## src/rtl/adder_arbiter.sv

```systemverilog
// adder_arbiter: two-requester round-robin arbiter in front of a shared 7-bit add/sub unit with registered outputs
module adder_arbiter (
  input  logic       clk,
  input  logic       rst_n,
  input  logic       req0,
  input  logic [6:0] a0,
  input  logic [6:0] b0,
  input  logic       op0,
  input  logic       req1,
  input  logic [6:0] a1,
  input  logic [6:0] b1,
  input  logic       op1,
  output logic       gnt0,
  output logic       gnt1,
  output logic [7:0] result,
  output logic       done,
  output logic       done_id,
  output logic       busy,
  output logic [7:0] cnt0,
  output logic [7:0] cnt1
);
  typedef enum logic [1:0] {IDLE, EXEC, DONE} state_t;
  state_t state, state_nx;
  logic       last, last_nx;
  logic       sel, sel_nx;
  logic [6:0] ra, ra_nx, rb, rb_nx;
  logic       rop, rop_nx;
  logic       gnt0_nx, gnt1_nx, done_nx, done_id_nx, busy_nx;
  logic [7:0] result_nx, cnt0_nx, cnt1_nx;
  logic       grant, pick, exec;
  logic [6:0] bx, lo;
  logic [1:0] hi;
  assign grant = (state == IDLE) && (req0 || req1);
  assign pick  = (req0 && req1) ? ~last : req1;
  assign exec  = state == EXEC;
  // add/sub on captured operands; bit 6 is added separately so the carry into it is visible for overflow
  always_comb begin
    bx = rb ^ {7{rop}};
    lo = {1'b0, ra[5:0]} + {1'b0, bx[5:0]} + {6'b0, rop};
    hi = {1'b0, ra[6]} + {1'b0, bx[6]} + {1'b0, lo[6]};
  end
  // state register
  always_ff @(posedge clk) begin
    if (!rst_n) state <= IDLE;
    else        state <= state_nx;
  end
  // next state: IDLE waits for any request, EXEC and DONE each last one cycle
  always_comb begin
    state_nx = state == IDLE ? (grant ? EXEC : IDLE) :
               state == EXEC ? DONE : IDLE;
  end
  // next values of every registered output and of the internal capture registers
  always_comb begin
    gnt0_nx    = (state_nx == IDLE) ? 1'b0 : grant ? ~pick : gnt0;
    gnt1_nx    = (state_nx == IDLE) ? 1'b0 : grant ?  pick : gnt1;
    done_nx    = exec;
    busy_nx    = state_nx != IDLE;
    result_nx  = exec ? {lo[6] ^ hi[1], hi[0], lo[5:0]} : result;
    done_id_nx = exec ? sel : done_id;
    cnt0_nx    = cnt0 + {7'b0, exec & ~sel};
    cnt1_nx    = cnt1 + {7'b0, exec &  sel};
    last_nx    = grant ? pick : last;
    sel_nx     = grant ? pick : sel;
    ra_nx      = grant ? (pick ? a1 : a0) : ra;
    rb_nx      = grant ? (pick ? b1 : b0) : rb;
    rop_nx     = grant ? (pick ? op1 : op0) : rop;
  end
  // output and capture registers; last=1 after reset so requester 0 wins the first contention
  always_ff @(posedge clk) begin
    if (!rst_n) begin
      gnt0    <= 1'b0;
      gnt1    <= 1'b0;
      done    <= 1'b0;
      busy    <= 1'b0;
      result  <= 8'h00;
      done_id <= 1'b0;
      cnt0    <= 8'h00;
      cnt1    <= 8'h00;
      last    <= 1'b1;
      sel     <= 1'b0;
      ra      <= 7'h00;
      rb      <= 7'h00;
      rop     <= 1'b0;
    end else begin
      gnt0    <= gnt0_nx;
      gnt1    <= gnt1_nx;
      done    <= done_nx;
      busy    <= busy_nx;
      result  <= result_nx;
      done_id <= done_id_nx;
      cnt0    <= cnt0_nx;
      cnt1    <= cnt1_nx;
      last    <= last_nx;
      sel     <= sel_nx;
      ra      <= ra_nx;
      rb      <= rb_nx;
      rop     <= rop_nx;
    end
  end
endmodule

```

## config.mk

```make
export PLATFORM = sky130hd
export DESIGN_NAME = adder_arbiter
export DESIGN_NICKNAME = d
export VERILOG_FILES = /design/src/rtl/adder_arbiter.sv
export SDC_FILE = /design/constraint.sdc
export NUM_CORES = 1
export LEC_CHECK = 0
export CORE_UTILIZATION = 35
export CTS_BUF_LIST = sky130_fd_sc_hd__clkbuf_2 sky130_fd_sc_hd__clkbuf_4 sky130_fd_sc_hd__clkbuf_8
export DETAILED_ROUTE_END_ITERATION = 7
export PLACE_DENSITY = 0.67
export SETUP_SLACK_MARGIN = 0.15
export SLEW_MARGIN = 20
export SYNTH_ARGS = -nofsm -noshare
export SYNTH_HDL_FRONTEND = slang
export SYNTH_SLANG_ARGS = --single-unit
```

## constraint.sdc

```tcl
create_clock -name clk -period 4 [get_ports clk]
set_clock_uncertainty 0.1 [all_clocks]
set_input_delay 0.8 -clock clk [delete_from_list [all_inputs] [get_ports clk]]
set_output_delay 0.8 -clock clk [all_outputs]
set_load 0.01 [all_outputs]
```

==> impl_metrics.toml, run 1 <==
[clocking]
cts_tree = "yes"
clk_pin_slew_ns = 0.08
post_cts_buffers = 0
cts_buffers = 5
htree_levels = 2
cts_resized = 0
holdBufCountCts = 0
root_buffer = "clkbuf_8"
cts.sinks = 47
clockBufferDepth = 2
clk_latency_ns = 0.30

[timing]
max_freq_mhz = 314
tightest_slew_ns = 0.798
post-route-period-util_pct = 79.6
setup_viol = 0
relSlewSlack_pct = 46.8
setup_tns_ns = 0
hold_violations = 0
final_max_slew_viol_count = 0
rsz0062_at_grt = "no"
min_period_ns = 3.18

[power_and_ir_drop]
powerDensity_nw_per_um2 = 361
power_mw = 1.02
peakVddDrop_v = 0.000145
cellLeakagePower_nw = 1.13

[cells_and_area]
fillCellCount = 562
seqCellArea_um2 = 941
drive_above_1_share_pct = 5.67
antennaDiodeCount = 0
multi_input_area_um2 = 1050
nNetsFinal = 327
syn_to_final_growth_pct = 36.1

[die]
initial_core_util_pct = 37.1
die_h_um = 79.1
core_area_um2 = 5610
rows = 27
io_pins = 63
die_width_um = 79.1
dieArea_um2 = 6260

[synthesis]
synth_edf_count = 0
yosys_warnings = 0
seq_area_frac_synth_pct = 45.2
ys_types = 35
syn_area_per_cell_um2 = 9.37
synthArstFlopShare_pct = 0
synth_ff_type = "dfxtp_1"
netlist_area_um2 = 2080
synth_nets = 267
synth_seq_cells = 47
synth_cells = 222

[critical_path]
setup.worst_path.start_class = "flop"
path_class = "reg -> reg"
critPathBufInv = 1
worstPathMaxFanout = 8
arrival_ns = 3.33
max_stage_delay_ns = 0.54
path_cells = "xor2_1 > inv_1 > fa_1 > and2b_1 > o21ai_1 > a21oi_2 > nor2_1 > fa_1 > or4_1 > mux2i_1 > a311o_1"
crit_family = "adder cells"
slowest_stage = "dfxtp_1"
required_ns = 4.15
worstSetupEndpointType = "flop"
crit_top_cell = "fa_1"

[global_route]
met3_usage_pct = 3.45
track_usage_pct = 15.2
grt_pass1_vias = 1545
antenna_found_initial = 0
overflow = 0
use_met1_pct = 21.7
top_usage_layer = "met1"
grt_pass1_wl_um = 7210
grt_max_degree = 20
use_met2_pct = 21.3

[detailed_routing]
routed_wl_um = 4450
routedWlPerCell_um = 12.6
vias_per_cell = 4.94
drt_iter0_drc = 114
dr_total_vias = 1750
antenna_left = 0
drt_drc_violations_left = 0
drtPass1Iterations = 6

[placement]
gp_congestion = 0.853
dp_hpwl_um = 3390
io_buffers = 62

[min_path]
hp-class = "reg -> reg"

[run]
maxCapViolCount = 0

[outcome]
status = "finished clean"
-- synth_stat cells, types with 2 or more instances --
cell type | instances | share of area (%)
and3_1 | 4 | 1.2
inv_1 | 9 | 1.6
nand2_1 | 10 | 1.8
nand2b_1 | 3 | 0.90
dfxtp_1 | 47 | 45
o21a_1 | 2 | 0.72
mux2i_1 | 2 | 0.96
o21ai_0 | 8 | 1.9
o21ai_2 | 2 | 0.84
ha_1 | 9 | 5.4
buf_2 | 2 | 0.48
and2_1 | 4 | 1.2
buf_4 | 2 | 0.72
nor3_1 | 2 | 0.48
fa_1 | 2 | 1.9
clkbuf_1 | 5 | 0.90
a21oi_1 | 7 | 1.7
a21oi_2 | 3 | 1.3
xor2_1 | 13 | 5.5
a211oi_1 | 3 | 1.1
a222oi_1 | 15 | 7.2
xnor2_1 | 8 | 3.4
nor2_1 | 38 | 6.9
nand3_1 | 11 | 2.6
-- cell usage in the layout, fill, tap and decap left out, types with 8 or more instances in the layout --
| cell type | instances |
|---|---|
| a222oi_1 | 15 |
| clkdlybuf4s50_1 | 62 |
| dfxtp_1 | 47 |
| ha_1 | 9 |
| inv_1 | 9 |
| nand2_1 | 10 |
| nand3_1 | 11 |
| nor2_1 | 38 |
| o21ai_0 | 8 |
| xnor2_1 | 8 |
| xor2_1 | 13 |
-- where the power goes --
part / internal [mW] / switching, mW
Clock: 0.136 / 0.147
Combinational: 0.113 / 0.106
Sequential: 0.498 / 0.0216
-- layer usage --
metal | routed length [um] | part of all wire, %
met3 | 286 | 6.4
met5 | 0 | 0
met1 | 2190 | 49
met4 | 31 | 0.70
met2 | 1950 | 44
-- sequential cells by signal (all words and copies together) (netlist names), 2 cells and up --
name    count
cnt0        8
cnt1        8
ra          7
rb          7
result      8
state       2
-- kinds of logic after synthesis --
| kind of cell | after synthesis | synth area share, % |
|---|---|---|
| AND/OR/NAND/NOR | 77 | 16.7 |
| AO/OA/AOI/OAI | 43 | 15.8 |
| flip-flops | 47 | 45.2 |
| adder cells (fa/ha/maj) | 11 | 7.34 |
| buffers and inverters | 20 | 4.45 |
| multiplexers | 3 | 1.68 |
| XOR/XNOR | 21 | 8.84 |
-- stage by stage --
step / cells / setup slack (ns) / area, um2 / util, % / hold WS (ns)
finish: 354 / 0.817 / 2830 / 50.5 / 0.360
global placement: 347 / 0.948 / 2740 / 48.9 / 0.350
floorplan: 222 / 1.12 / 2080 / - / 0.364
CTS: 354 / 0.799 / 2830 / 50.5 / 0.362
global route: 354 / 0.564 / 2830 / 50.5 / 0.390
detailed placement: 347 / 0.816 / 2740 / 48.9 / 0.351
-- final timing paths --
| check | end | startpoint | slack, ns | depth (start not counted) |
|---|---|---|---|---|
| min reg2reg | result[2] | result[2] | 0.36 | 2 |
| min | result[2] | result[2] | 0.36 | 2 |
| max | result[7] | rop | 0.82 | 11 |
| max reg2reg | result[7] | rop | 0.82 | 11 |
-- layout make-up --
class	count	share of cell area [%]
timing repair buffer	63	22.2
inverter	10	1.33
clock inverter	1	0.177
tap	72	3.18
clock buffer	6	2.92
multi-input combinational	155	37.0
sequential	47	33.2
-- worst register-to-register path, cell delays in order, from the launching register on --
cell and delay (ns):
dfxtp_1 0.54, xor2_1 0.23, inv_1 0.08, fa_1 0.40, and2b_1 0.23, o21ai_1 0.09
a21oi_2 0.18, nor2_1 0.08, fa_1 0.43, or4_1 0.51, mux2i_1 0.13, a311o_1 0.12
(Power assumes the default switching activity.)
==> run 2: changes to the inputs <==
--- a/config.mk
+++ b/config.mk
@@ -8,7 +8,7 @@
 export CORE_UTILIZATION = 35
 export CTS_BUF_LIST = sky130_fd_sc_hd__clkbuf_2 sky130_fd_sc_hd__clkbuf_4 sky130_fd_sc_hd__clkbuf_8
 export DETAILED_ROUTE_END_ITERATION = 7
-export PLACE_DENSITY = 0.67
+export PLACE_DENSITY = 0.69
 export SETUP_SLACK_MARGIN = 0.15
 export SLEW_MARGIN = 20
 export SYNTH_ARGS = -nofsm -noshare
==> constraint.sdc (replaced) <==
create_clock -name clk -period 2.9 [get_ports clk]
set_clock_uncertainty 0.1 [all_clocks]
set_input_delay 0.58 -clock clk [delete_from_list [all_inputs] [get_ports clk]]
set_output_delay 0.58 -clock clk [all_outputs]
set_load 0.01 [all_outputs]
==> impl_metrics.toml, run 2 (same netlist as run 1, synthesis figures left out) <==
[cells_and_area]
antennaDiodeCount = 0
reg_top3 = "cnt0: 8 flops, cnt1: 8 flops, result: 8 flops"
fillCellCount = 548
nNetsFinal = 341
syn_to_final_growth_pct = 42.6
layout_common_cells = "clkdlybuf4s50_1, dfxtp_1, nor2_1, a222oi_1, buf_4"
instances_no_fill = 369
final_common_cell = "clkdlybuf4s50_1"
drive_above_1_share_pct = 13.5

[min_path]
hp-class = "reg -> reg"

[clocking]
clockBufferDepth = 2
clk_pin_slew_ns = 0.09
root_buffer = "clkbuf_8"
holdBufCountCts = 0
cts_buffers = 5
cts_tree = "yes"
clk_latency_ns = 0.30
htree_levels = 2
cts.sinks = 47

[global_route]
grt_pass1_wl_um = 7910
grt_pass1_vias = 1752
grt_max_degree = 20
track_usage_pct = 16.5
antenna_found_initial = 0
overflow = 0

[critical_path]
crit_family = "adder cells"
setup.worst_path.start_class = "flop"
path_class = "reg -> reg"
worstPathMaxFanout = 3
required_ns = 3.05
slowest_stage = "or4_1"
max_stage_delay_ns = 0.42
path_cells = "xor2_2 > inv_2 > fa_2 > and2b_1 > o21ai_2 > a21oi_2 > nor2_2 > fa_2 > or4_1 > mux2i_1 > a311o_1"
worstSetupEndpointType = "flop"
critPathBufInv = 1
arrival_ns = 2.88
crit_top_cell = "fa_2"

[placement]
io_buffers = 62
placed_cells = 354
gp_congestion = 0.803
dp_hpwl_um = 3750

[timing]
hold_violations = 0
setup_viol = 0
max_freq_mhz = 366
rsz0062_at_grt = "yes"
hold-worst-slack_ns = 0.356
min_period_ns = 2.74
tightest_slew_ns = 0.343
final_max_slew_viol_count = 0
setup_tns_ns = 0
relSlewSlack_pct = 76.9
post-route-period-util_pct = 94.3

[detailed_routing]
dr_total_vias = 1846
drt_drc_violations_left = 0
drtPass1Iterations = 4
routed_wl_um = 5050
routedWlPerCell_um = 13.7
drt_iter0_drc = 113
antenna_left = 0
vias_per_cell = 5.00

[die]
initial_core_util_pct = 37.1
dieArea_um2 = 6260
core_area_um2 = 5610
die_width_um = 79.1
die_h_um = 79.1
io_pins = 63
rows = 27

[outcome]
status = "finished clean"

[power_and_ir_drop]
powerDensity_nw_per_um2 = 487
peakVddDrop_v = 0.000289
cellLeakagePower_nw = 1.20

[run]
maxCapViolCount = 0
run 2: changes by cell type in the layout (fill, tap and decap cells not counted), moves of 2 or more:
cell	before	now
buf_4	1	14
dfxtp_1	47	45
dfxtp_2	0	2
fa_1	2	0
fa_2	0	2
run 2: final cells by class:
class / count / area [um2] / share of cell area (%)
Multi-Input combinational cell: 155 / 1070 / 36.1
Sequential cell: 47 / 943 / 31.8
Timing Repair Buffer: 77 / 737 / 24.8
Tap cell: 72 / 90.1 / 3.04
Clock buffer: 6 / 76.3 / 2.57
Inverter: 10 / 37.5 / 1.27
Clock inverter: 2 / 12.5 / 0.422
run 2: stage by stage:
step	worst slack [ns]	utilization (%)	instance area (um2)	total power, mW
after floorplan	0.151	-	2090	0.917
after global placement	0.181	50.1	2810	1.05
after detailed placement	0.0958	50.1	2810	1.06
after CTS	0.156	52.1	2920	1.45
after global routing	0.0399	52.9	2970	1.52
final	0.165	52.9	2970	1.45
run 2: worst paths after layout:
path	cells after the start	start	slack, ns	endpoint
min reg2reg	2	result[2]	0.36	result[2]
min	2	result[2]	0.36	result[2]
max reg2reg	11	rop	0.16	result[7]
max	11	rop	0.16	result[7]
run 2: tightest hold or removal path: cells and delay by family (launching register included):
kind	cells	cell delay, ns
DFF	1	0.32
and+or+nand+nor	1	0.05
AOI/OAI and AO/OA	1	0.05
run 2: where the power goes:
group	internal [mW]	total (mW)	switching, mW
clock network	0.178	0.393	0.215
logic	0.179	0.337	0.157
registers	0.688	0.716	0.0286
total	1.05	1.45	0.401
run 2: repair_timing:
item,in CTS,in global routing
endpoints found under the setup margin,1,1
setup buffers,3,4
gates resized for setup,2,4
pin swaps,2,5
run 2: layer usage:
metal | GRT usage (%) | part of all wire (%) | vias up
li1 | - | - | 925
met2 | 27.2 | 47 | 51
met1 | 20.1 | 45 | 865
met5 | 0 | 0 | -
met3 | 4.60 | 5.7 | 5
met4 | 6.55 | 1.5 | 0
==> run 3: changes to the inputs <==
--- a/config.mk
+++ b/config.mk
@@ -8,7 +8,8 @@
 export CORE_UTILIZATION = 35
 export CTS_BUF_LIST = sky130_fd_sc_hd__clkbuf_2 sky130_fd_sc_hd__clkbuf_4 sky130_fd_sc_hd__clkbuf_8
 export DETAILED_ROUTE_END_ITERATION = 7
-export PLACE_DENSITY = 0.69
+export DONT_BUFFER_PORTS = 1
+export PLACE_DENSITY = 0.53
 export SETUP_SLACK_MARGIN = 0.15
 export SLEW_MARGIN = 20
 export SYNTH_ARGS = -nofsm -noshare
==> constraint.sdc (replaced) <==
create_clock -name clk -period 3.2 [get_ports clk]
set_clock_uncertainty 0.1 [all_clocks]
set_input_delay 0.64 -clock clk [delete_from_list [all_inputs] [get_ports clk]]
set_output_delay 0.64 -clock clk [all_outputs]
set_load 0.01 [all_outputs]
==> impl_metrics.toml, run 3 (same netlist as run 1, synthesis figures left out) <==
[die]
dieArea_um2 = 6260
rows = 27
die_width_um = 79.1
initial_core_util_pct = 37.1
die_h_um = 79.1
core_area_um2 = 5610
io_pins = 63

[critical_path]
arrival_ns = 2.97
worstSetupEndpointType = "flop"
r2r.worst_path.cells = 11
worstPathMaxFanout = 6
path_class = "reg -> reg"
setup.worst_path.start_class = "flop"
required_ns = 3.35

[detailed_routing]
drtPass1Iterations = 8
dr_total_vias = 1544
drt_iter0_drc = 136
vias_per_cell = 5.23
drt_drc_violations_left = 0
routedWlPerCell_um = 15.6
antenna_left = 0
routed_wl_um = 4600

[clocking]
htree_levels = 2
clk_latency_ns = 0.30
clk_pin_slew_ns = 0.08
clockBufferDepth = 2
holdBufCountCts = 0
cts_tree = "yes"
cts.sinks = 47
cts_buffers = 5
root_buffer = "clkbuf_8"
cts_resized = 0
post_cts_buffers = 0

[run]
maxCapViolCount = 0

[timing]
post-route-period-util_pct = 88.3
hold_violations = 0
setup_viol = 0
relSlewSlack_pct = 45.3
setup_tns_ns = 0
min_period_ns = 2.83
max_freq_mhz = 354
final_max_slew_viol_count = 0
tightest_slew_ns = 0.820
rsz0062_at_grt = "no"

[cells_and_area]
syn_to_final_growth_pct = 7.76
instances_no_fill = 295
drive_above_1_share_pct = 10.8
reg_top3 = "cnt0: 8 flops, cnt1: 8 flops, result: 8 flops"
final_common_cell = "dfxtp_1"
multi_input_area_um2 = 1060
utilization_pct = 40.0
antennaDiodeCount = 0
seqCellArea_um2 = 943
layout_common_cells = "dfxtp_1, nor2_1, a222oi_1, xor2_1, nand3_1"
fillCellCount = 595
nNetsFinal = 267

[outcome]
status = "finished clean"

[power_and_ir_drop]
powerDensity_nw_per_um2 = 546
cellLeakagePower_nw = 0.910
power_mw = 1.22
peakVddDrop_v = 0.000195

[placement]
io_buffers = 0
placed_cells = 287
gp_congestion = 0.821
dp_hpwl_um = 3400

[global_route]
grt_pass1_vias = 1429
overflow = 0
grt_max_degree = 20
grt_pass1_wl_um = 7240
track_usage_pct = 15.3
antenna_found_initial = 0

[min_path]
holdPathStages = 1
hp-class = "in -> reg"
==> run 3: final timing paths <==
kind | startpoint | end | slack (ns)
hold reg to reg | sel | done_id | 0.41
setup reg to reg | rop | result[7] | 0.37
hold / removal | rst_n | last | 0.30
setup / recovery | rop | result[7] | 0.37
==> run 3: worst max-delay path: stages (launching register included) <==
cell	delay (ns)
dfxtp_2	0.34
buf_4	0.16
xor2_1	0.16
ha_1	0.35
and2b_1	0.16
o21ai_1	0.08
a21oi_2	0.18
nor2_1	0.08
fa_2	0.37
or4_1	0.51
mux2i_1	0.15
a311o_1	0.12
==> run 3: area by class of cell <==
class	count	share of cell area, %
multi-input cells	155	47.3
well taps	72	4.02
repair buffers	3	1.00
clock buffers	7	3.74
flip-flops and latches	47	42.1
inverters	10	1.67
clock inverters	1	0.223
==> run 3: metrics by stage <==
step,cell area (um2),setup slack (ns),hold WS [ns]
after floorplan,2080,0.319,0.364
after global placement,2140,0.301,0.387
after detailed placement,2140,0.217,0.403
after CTS,2230,0.205,0.294
after global routing,2240,0.188,0.297
final,2240,0.373,0.299
==> run 3: per-layer routing <==
metal | global-route usage (%) | vias up | share of wire, % | wire length, um
met5 | 0 | - | 0 | 0
met4 | 6.00 | 0 | 1.5 | 70
met3 | 4.94 | 8 | 7.6 | 348
met2 | 21.3 | 52 | 42 | 1940
met1 | 21.5 | 705 | 49 | 2240
li1 | - | 779 | - | -
==> run 3: power by group <==
group	internal, mW	switching [mW]	total [mW]	leakage [nW]
clock	0.171	0.196	0.367	0.0491
sequential	0.623	0.0369	0.660	0.385
combinational	0.0853	0.112	0.197	0.477
